--- src/rtl/chc2442_spi_pkg.sv ---
// Shared constants and FSM state type for the CHC2442 SPI responder.
package chc2442_spi_pkg;

  localparam int unsigned FRAME_W = 24;
  localparam int unsigned CMD_W   = 16;
  localparam int unsigned ADDR_W  = 15;
  localparam int unsigned DATA_W  = 8;

  // Field positions within the full 24-bit frame (MSB first on the wire).
  localparam int unsigned RW_BIT   = 23;
  localparam int unsigned ADDR_MSB = 22;
  localparam int unsigned ADDR_LSB = 8;
  localparam int unsigned DATA_MSB = 7;
  localparam int unsigned DATA_LSB = 0;

  // The same fields as seen in the 16-bit command shift register.
  localparam int unsigned CMD_RW_BIT   = RW_BIT - DATA_W;
  localparam int unsigned CMD_ADDR_MSB = ADDR_MSB - DATA_W;

  typedef enum logic [2:0] {
    IDLE,
    CMD,
    DATA,
    DONE,
    WAIT_SEN
  } state_t;

endpackage

--- src/rtl/chc2442_spi_edge_sync.sv ---
// Synchronizes SCLK, SEN and SDI into clk and flags SCLK/SEN edges.
// Chains reset low so a SEN held low across reset never looks like a
// falling edge; a new frame therefore needs SEN to be seen high first.
module chc2442_spi_edge_sync #(
  parameter int unsigned SYNC_STAGES = 2
) (
  input  logic clk,
  input  logic rst,
  input  logic spi_clk_i,
  input  logic spi_sen_i,
  input  logic spi_sdata_i,
  output logic sclk_rise,
  output logic sclk_fall,
  output logic sen_fall,
  output logic sen_rise,
  output logic sen_s,
  output logic sdi_s
);

  logic [SYNC_STAGES-1:0] sclk_sync;
  logic [SYNC_STAGES-1:0] sen_sync;
  logic [SYNC_STAGES-1:0] sdi_sync;
  logic                   sclk_d;
  logic                   sen_d;

  // Synchronizer chains plus one delay flop for edge detection.
  always_ff @(posedge clk) begin
    if (rst) begin
      sclk_sync <= '0;
      sen_sync  <= '0;
      sdi_sync  <= '0;
      sclk_d    <= 1'b0;
      sen_d     <= 1'b0;
    end else begin
      sclk_sync <= {sclk_sync[SYNC_STAGES-2:0], spi_clk_i};
      sen_sync  <= {sen_sync[SYNC_STAGES-2:0], spi_sen_i};
      sdi_sync  <= {sdi_sync[SYNC_STAGES-2:0], spi_sdata_i};
      sclk_d    <= sclk_sync[SYNC_STAGES-1];
      sen_d     <= sen_sync[SYNC_STAGES-1];
    end
  end

  assign sclk_rise = sclk_sync[SYNC_STAGES-1] & ~sclk_d;
  assign sclk_fall = ~sclk_sync[SYNC_STAGES-1] & sclk_d;
  assign sen_rise  = sen_sync[SYNC_STAGES-1] & ~sen_d;
  assign sen_fall  = ~sen_sync[SYNC_STAGES-1] & sen_d;
  assign sen_s     = sen_sync[SYNC_STAGES-1];
  assign sdi_s     = sdi_sync[SYNC_STAGES-1];

endmodule

--- src/rtl/chc2442_spi_responder.sv ---
// CHC2442 SPI device model: shadow register file, read-back on SDO,
// write-commit reporting to fabric.
// Optional macro CHC2442_RESP_ERRCNT_EN adds a saturating aborted-frame
// counter (err_cnt_o) with synchronous clear (err_clr_i).
module chc2442_spi_responder
  import chc2442_spi_pkg::*;
#(
  parameter int unsigned REG_AW      = 6,
  parameter int unsigned SYNC_STAGES = 2,
  parameter logic [7:0]  RST_VAL     = 8'h00
) (
  input  logic              clk,
  input  logic              rst,
  input  logic              spi_clk_i,
  input  logic              spi_sen_i,
  input  logic              spi_sdata_i,
  output logic              spi_sdout_o,
  output logic              wr_vld_o,
  output logic [14:0]       wr_addr_o,
  output logic [7:0]        wr_data_o,
  output logic              rd_vld_o,
  input  logic [REG_AW-1:0] lcl_addr_i,
  output logic [7:0]        lcl_rdata_o,
  output logic              frame_err_o
`ifdef CHC2442_RESP_ERRCNT_EN
  ,
  output logic [15:0]       err_cnt_o,
  input  logic              err_clr_i
`endif
);

  logic sclk_rise, sclk_fall, sen_fall, sen_rise, sen_s, sdi_s;

  chc2442_spi_edge_sync #(
    .SYNC_STAGES(SYNC_STAGES)
  ) u_edge_sync (
    .clk        (clk),
    .rst        (rst),
    .spi_clk_i  (spi_clk_i),
    .spi_sen_i  (spi_sen_i),
    .spi_sdata_i(spi_sdata_i),
    .sclk_rise  (sclk_rise),
    .sclk_fall  (sclk_fall),
    .sen_fall   (sen_fall),
    .sen_rise   (sen_rise),
    .sen_s      (sen_s),
    .sdi_s      (sdi_s)
  );

  state_t              state, state_nxt;
  logic [4:0]          bit_cnt;
  logic [CMD_W-1:0]    cmd_shift;
  logic [DATA_W-1:0]   data_shift;
  logic [DATA_W-1:0]   tx_shift;
  logic [DATA_W-1:0]   shadow [1 << REG_AW];

  logic                cmd_last;
  logic                frame_done;
  logic                abort;

  logic [CMD_W-1:0]    cmd_next;
  logic [DATA_W-1:0]   data_next;
  logic                cmd_in_range;
  logic                wr_in_range;

  assign cmd_next     = {cmd_shift[CMD_W-2:0], sdi_s};
  assign data_next    = {data_shift[DATA_W-2:0], sdi_s};
  assign cmd_in_range = ~|cmd_next[CMD_ADDR_MSB:REG_AW];
  assign wr_in_range  = ~|wr_addr_o[ADDR_W-1:REG_AW];
  assign lcl_rdata_o  = shadow[lcl_addr_i];

  // State register.
  always_ff @(posedge clk) begin
    if (rst) state <= IDLE;
    else     state <= state_nxt;
  end

  // Next-state and frame event decode; the 24th edge wins over a SEN release.
  always_comb begin
    state_nxt  = state;
    cmd_last   = 1'b0;
    frame_done = 1'b0;
    abort      = 1'b0;
    unique case (state)
      IDLE: if (sen_fall) state_nxt = CMD;
      CMD: begin
        if (sen_rise) begin
          abort     = 1'b1;
          state_nxt = IDLE;
        end else if (sclk_rise && bit_cnt == 5'(CMD_W - 1)) begin
          cmd_last  = 1'b1;
          state_nxt = DATA;
        end
      end
      DATA: begin
        if (sclk_rise && bit_cnt == 5'(FRAME_W - 1)) begin
          frame_done = 1'b1;
          state_nxt  = DONE;
        end else if (sen_rise) begin
          abort     = 1'b1;
          state_nxt = IDLE;
        end
      end
      DONE:     state_nxt = WAIT_SEN;
      WAIT_SEN: if (sen_s) state_nxt = IDLE;
      default:  state_nxt = IDLE;
    endcase
  end

  // Shift registers, SDO, fabric pulses and the shadow register file.
  always_ff @(posedge clk) begin
    if (rst) begin
      bit_cnt     <= '0;
      cmd_shift   <= '0;
      data_shift  <= '0;
      tx_shift    <= '0;
      spi_sdout_o <= 1'b0;
      wr_vld_o    <= 1'b0;
      rd_vld_o    <= 1'b0;
      frame_err_o <= 1'b0;
      wr_addr_o   <= '0;
      wr_data_o   <= '0;
      for (int unsigned i = 0; i < (1 << REG_AW); i++) shadow[i] <= RST_VAL;
    end else begin
      wr_vld_o    <= 1'b0;
      rd_vld_o    <= 1'b0;
      frame_err_o <= 1'b0;
      unique case (state)
        IDLE: begin
          spi_sdout_o <= 1'b0;
          if (sen_fall) bit_cnt <= '0;
        end
        CMD: begin
          if (abort) begin
            frame_err_o <= 1'b1;
            spi_sdout_o <= 1'b0;
          end else if (sclk_rise) begin
            cmd_shift <= cmd_next;
            bit_cnt   <= bit_cnt + 5'd1;
            if (cmd_last) begin
              data_shift <= '0;
              tx_shift   <= (cmd_next[CMD_RW_BIT] && cmd_in_range) ?
                            shadow[cmd_next[REG_AW-1:0]] : '0;
            end
          end
        end
        DATA: begin
          if (frame_done) begin
            data_shift <= data_next;
            bit_cnt    <= bit_cnt + 5'd1;
            if (cmd_shift[CMD_RW_BIT]) begin
              rd_vld_o <= 1'b1;
            end else begin
              wr_vld_o  <= 1'b1;
              wr_addr_o <= cmd_shift[CMD_ADDR_MSB:0];
              wr_data_o <= data_next;
            end
          end else if (abort) begin
            frame_err_o <= 1'b1;
            spi_sdout_o <= 1'b0;
          end else begin
            if (sclk_rise) begin
              data_shift <= data_next;
              bit_cnt    <= bit_cnt + 5'd1;
            end
            if (sclk_fall) begin
              spi_sdout_o <= tx_shift[DATA_W-1];
              tx_shift    <= {tx_shift[DATA_W-2:0], 1'b0};
            end
          end
        end
        DONE: begin
          if (!cmd_shift[CMD_RW_BIT] && wr_in_range)
            shadow[wr_addr_o[REG_AW-1:0]] <= wr_data_o;
        end
        WAIT_SEN: begin
          if (sen_s) spi_sdout_o <= 1'b0;
        end
        default: spi_sdout_o <= 1'b0;
      endcase
    end
  end

`ifdef CHC2442_RESP_ERRCNT_EN
  // Saturating count of aborted frames; clear beats a same-cycle increment.
  always_ff @(posedge clk) begin
    if (rst || err_clr_i)                 err_cnt_o <= '0;
    else if (frame_err_o && err_cnt_o != '1) err_cnt_o <= err_cnt_o + 16'd1;
  end
`endif

endmodule

--- config.mk ---
export PLATFORM = sky130hd
export DESIGN_NAME = chc2442_spi_responder
export DESIGN_NICKNAME = d
export VERILOG_FILES = /design/src/rtl/chc2442_spi_pkg.sv /design/src/rtl/chc2442_spi_edge_sync.sv /design/src/rtl/chc2442_spi_responder.sv
export SDC_FILE = /design/constraint.sdc
export NUM_CORES = 1
export LEC_CHECK = 0
export CAP_MARGIN = 20
export CORE_ASPECT_RATIO = 1.25
export CORE_MARGIN = 2
export CORE_UTILIZATION = 50
export DETAILED_ROUTE_END_ITERATION = 10
export PLACE_DENSITY = 0.71
export SLEW_MARGIN = 15
export SYNTH_ARGS = -nofsm -noshare
export SYNTH_HDL_FRONTEND = slang
export SYNTH_SLANG_ARGS = --single-unit
--- constraint.sdc ---
create_clock -name clk -period 3.2 [get_ports clk]
set_clock_uncertainty 0.1 [all_clocks]
set_input_delay 0.48 -clock clk [delete_from_list [all_inputs] [get_ports clk]]
set_output_delay 0.48 -clock clk [all_outputs]
set_load 0.01 [all_outputs]
==> results.md <==
* Critical Path Sink Type: output port
* Rel. slew slack at ~30%
* Cell Area, Synth at roughly 0.031 sq mm
* Layout cells sized above 1 at 25.8%
* Cells after Synth at roughly 2.2k
* DIE AREA at 0.0637 sq mm
* Critical path peak fanout at 2
* WS Path Type: reg2out
* Slew Viols, Final at 0
* Synth Register Bits at about 600
* Worst R2R Path Depth at 7
* Pwr Density at ~480 mW/mm^2
* Remaining Overflow, GRT at 0
* Hold WS at 0.284 ns
* Initial drt markers at approximately 2.5k
* Vias in the first global route at a little over 20k
* Die H at around 280 um
* Hpwl dp at around 76000 um
* Die width at between 200 and 250 um
* HP Class: in2reg
* Final period utilization at 105%
* Setup ws final at -0.148 ns
* Reg clk slew, reported paths at approximately 0.060 ns
* CP Data Arrival Time at ~2.8 ns
* Post-synth EDFFs at just over 500
* Failing checks: negative setup slack
* Slew @ Worst Pin at between 1 and 1.5 ns
* Maxcap violations at 0
* Layout area overhead at 13.2%
* Site Rows at between 100 and 150
* Initial antenna violation count at 2
* Drt via density at about 6.5
* Synth top area share at between 40% and 50%
* Syn Nets at 2242
* Core area at a little over 0.06 sq mm
* Antenna viol nets, final at 0
* CP Data Required Time at ~2.6 ns
* Status: finished with violations
* Port bufs at 45
* Post-Layout Cell Count at around 3.2k
* Diode count at 0
* Largest net degree at the start of global routing at 140
* Peak VDD IR at between 0.3 and 0.4 mV
* First-pass GRT wire length at roughly 150000 um
* Post-Route WL at around 110000 um
* Cell taking the most area after synthesis: edfxtp_1
* Gpl congestion at 1.01
* Startpoint Class: flip-flop
* Pleak at between 0.01 and 0.015 uW
* Clock buffer depth at 3
* Sequential area share after synthesis at between 50% and 60%
* Nets at roughly 2.3k
* WL/cell at between 30 and 40 um
* Tot GR Track Use at about a third
* Synth area leaders: edfxtp_1, mux4_2, and2_1
* Placed insts at around 3.1k
* Syn. warnings at 0
* Via Count at ~21k
* Post-layout min period at between 3 and 4 ns
* RSZ-0062 raised after global routing: true
* H-tree depth at 2
* TritonCTS Buffers at 60
* DRC viols at 0
* Worst skew pair latency at between 0.6 and 0.7 ns
* Top-level I/O count at 46
* Hold Path Depth at 2
* Final hold violation count at 0
* Root Driver: clkbuf_16
* Initial Util at 50.6%
* Setup violations, final at 8
* Clk sink count at between 500 and 600
* Netlist cell types at between 40 and 50
* Drt pass-1 iters at 8
* Ys async rst share at 0%
* Clock tree from TritonCTS: yes
* FMAX at roughly 300 MHz
* Top FF cell, synth: edfxtp_1
* Avg Cell Area, Syn at 13.8 sq um
[state kept, by name, indices dropped and copies added, names as in the netlist]
| register | cells |
|---|---|
| bit_cnt | 5 |
| cmd_shift | 16 |
| data_shift | 7 |
| frame_err_o | 1 |
| rd_vld_o | 1 |
| shadow | 512 |
| spi_sdout_o | 1 |
| state | 3 |
| tx_shift | 8 |
| u_edge_sync.sclk_d | 1 |
| u_edge_sync.sclk_sync | 2 |
| u_edge_sync.sdi_sync | 2 |
| u_edge_sync.sen_d | 1 |
| u_edge_sync.sen_sync | 2 |
| wr_addr_o | 15 |
| wr_data_o | 8 |
| wr_vld_o | 1 |
[repair_timing]
item / CTS / global route
buffers inserted: 2 / 2
pin swaps: 6 / 4
resized for setup: 44 / 5
endpoints found under the hold margin: 0 / 0
hold buffers: 0 / 0
setup endpoints to repair: 8 / 8
[cells in the final DEF (no fill, tap or decap), types with 4 or more instances in the layout]
master and count:
nand3_1 27, a211o_1 7, nor3_1 4, a211oi_2 4, clkinv_1 21, o22ai_1 7
nand2b_1 7, a211oi_1 11, buf_2 8, a21oi_1 37, clkbuf_16 62, nand3b_1 7
a22oi_1 33, nor4_1 9, nor2b_1 35, clkinv_2 11, nand2_1 85, clkdlybuf4s50_1 32
mux2i_1 127, mux2_2 13, buf_4 141, mux4_2 240, dfxtp_1 63, and2_1 514
dfxtp_2 9, nand4_1 12, o211ai_1 12, edfxtp_1 512, a31oi_1 17, buf_12 21
clkbuf_8 5, clkbuf_1 16, nor2_1 116, or2_2 65, a221oi_1 13
[where the power goes]
group	total (uW)	internal, uW	switching [uW]
logic	1200	569	629
clock network	6910	3890	3030
registers	8770	8520	250
total	16900	13000	3910
[synthesized netlist by cell type (all sizes together) (5+ instances only)]
cell and count:
and2 514, edfxtp 512, mux4 240, mux2i 128, clkbuf 127, nor2 116
nand2 85, dfxtp 74, or2 65, buf 54, a21oi 40, nor2b 37
a22oi 35, nand3 29, a31oi 17, a211oi 16, clkinv 14, a221oi 13
mux2 13, nand4 12, o211ai 12, nor4 9, a211o 7, nand2b 7
nand3b 7, o22ai 7, nor3 5
[logic make-up (layout without fill, tap and decap cells)]
kind of cell    count (synthesis)  in the layout  share of synthesized area [%]
simple gates                  898            898                           16.5
compound gates                164            164                           3.66
buf+inv                       198            334                           2.92
mux                           381            381                           22.1
flops                         586            586                           54.6
fa+ha+maj                       2              2                         0.0811
[per-layer routing]
metal | global-route usage [%] | vias up | routed length [um] | part of all wire [%]
met4 | 21.2 | 0 | 8230 | 7.7
met2 | 57.7 | 1268 | 52800 | 50
met1 | 41.2 | 10582 | 36900 | 35
met5 | 0 | - | 0 | 0
met3 | 5.23 | 344 | 8680 | 8.1
li1 | - | 8548 | - | -
[stage by stage]
step	TNS, ns	setup slack [ns]	util (%)	cell area, sq um	power [uW]
after floorplan	0	0.289	-	30800	9510
after global placement	-3.08	-0.476	54.1	32900	10100
after detailed placement	-3.09	-0.477	54.1	32900	10100
after CTS	-0.714	-0.152	57.3	34900	16900
after global routing	-0.957	-0.185	57.3	34900	17300
final	-0.806	-0.148	57.3	34900	16900
[path summary, 6_finish.rpt]
kind	from	endpoint	slack, ns
min reg2reg	u_edge_sync.sdi_sync[0]$_SDFF_PP0_	u_edge_sync.sdi_sync[1]$_SDFF_PP0_	0.33
max reg2reg	cmd_shift[1]$_SDFFE_PP0P_	tx_shift[1]$_SDFFE_PP0P_	0.30
max	shadow[14][4]$_SDFFCE_PN0P_	lcl_rdata_o[4]	-0.15
min	spi_sen_i	u_edge_sync.sen_sync[0]$_SDFF_PP0_	0.28
[final cells by class]
cell class	count	area, sq um
Clock buffer	82	1670
Sequential cell	586	16900
Timing Repair Buffer	205	1880
Inverter	17	63.8
Clock inverter	30	251
Tap cell	824	1030
Fill cell	4870	26000
Multi-Input combinational cell	1445	13200
[critical path, cell delays in order, from the launching register on]
cell,delay [ns]
edfxtp_1,0.50
mux4_2,0.51
mux4_2,0.49
nor2b_1,0.15
a211oi_1,0.27
a21oi_2,0.07
buf_2,0.16
No activity file was read; power rests on OpenSTA's default activity.
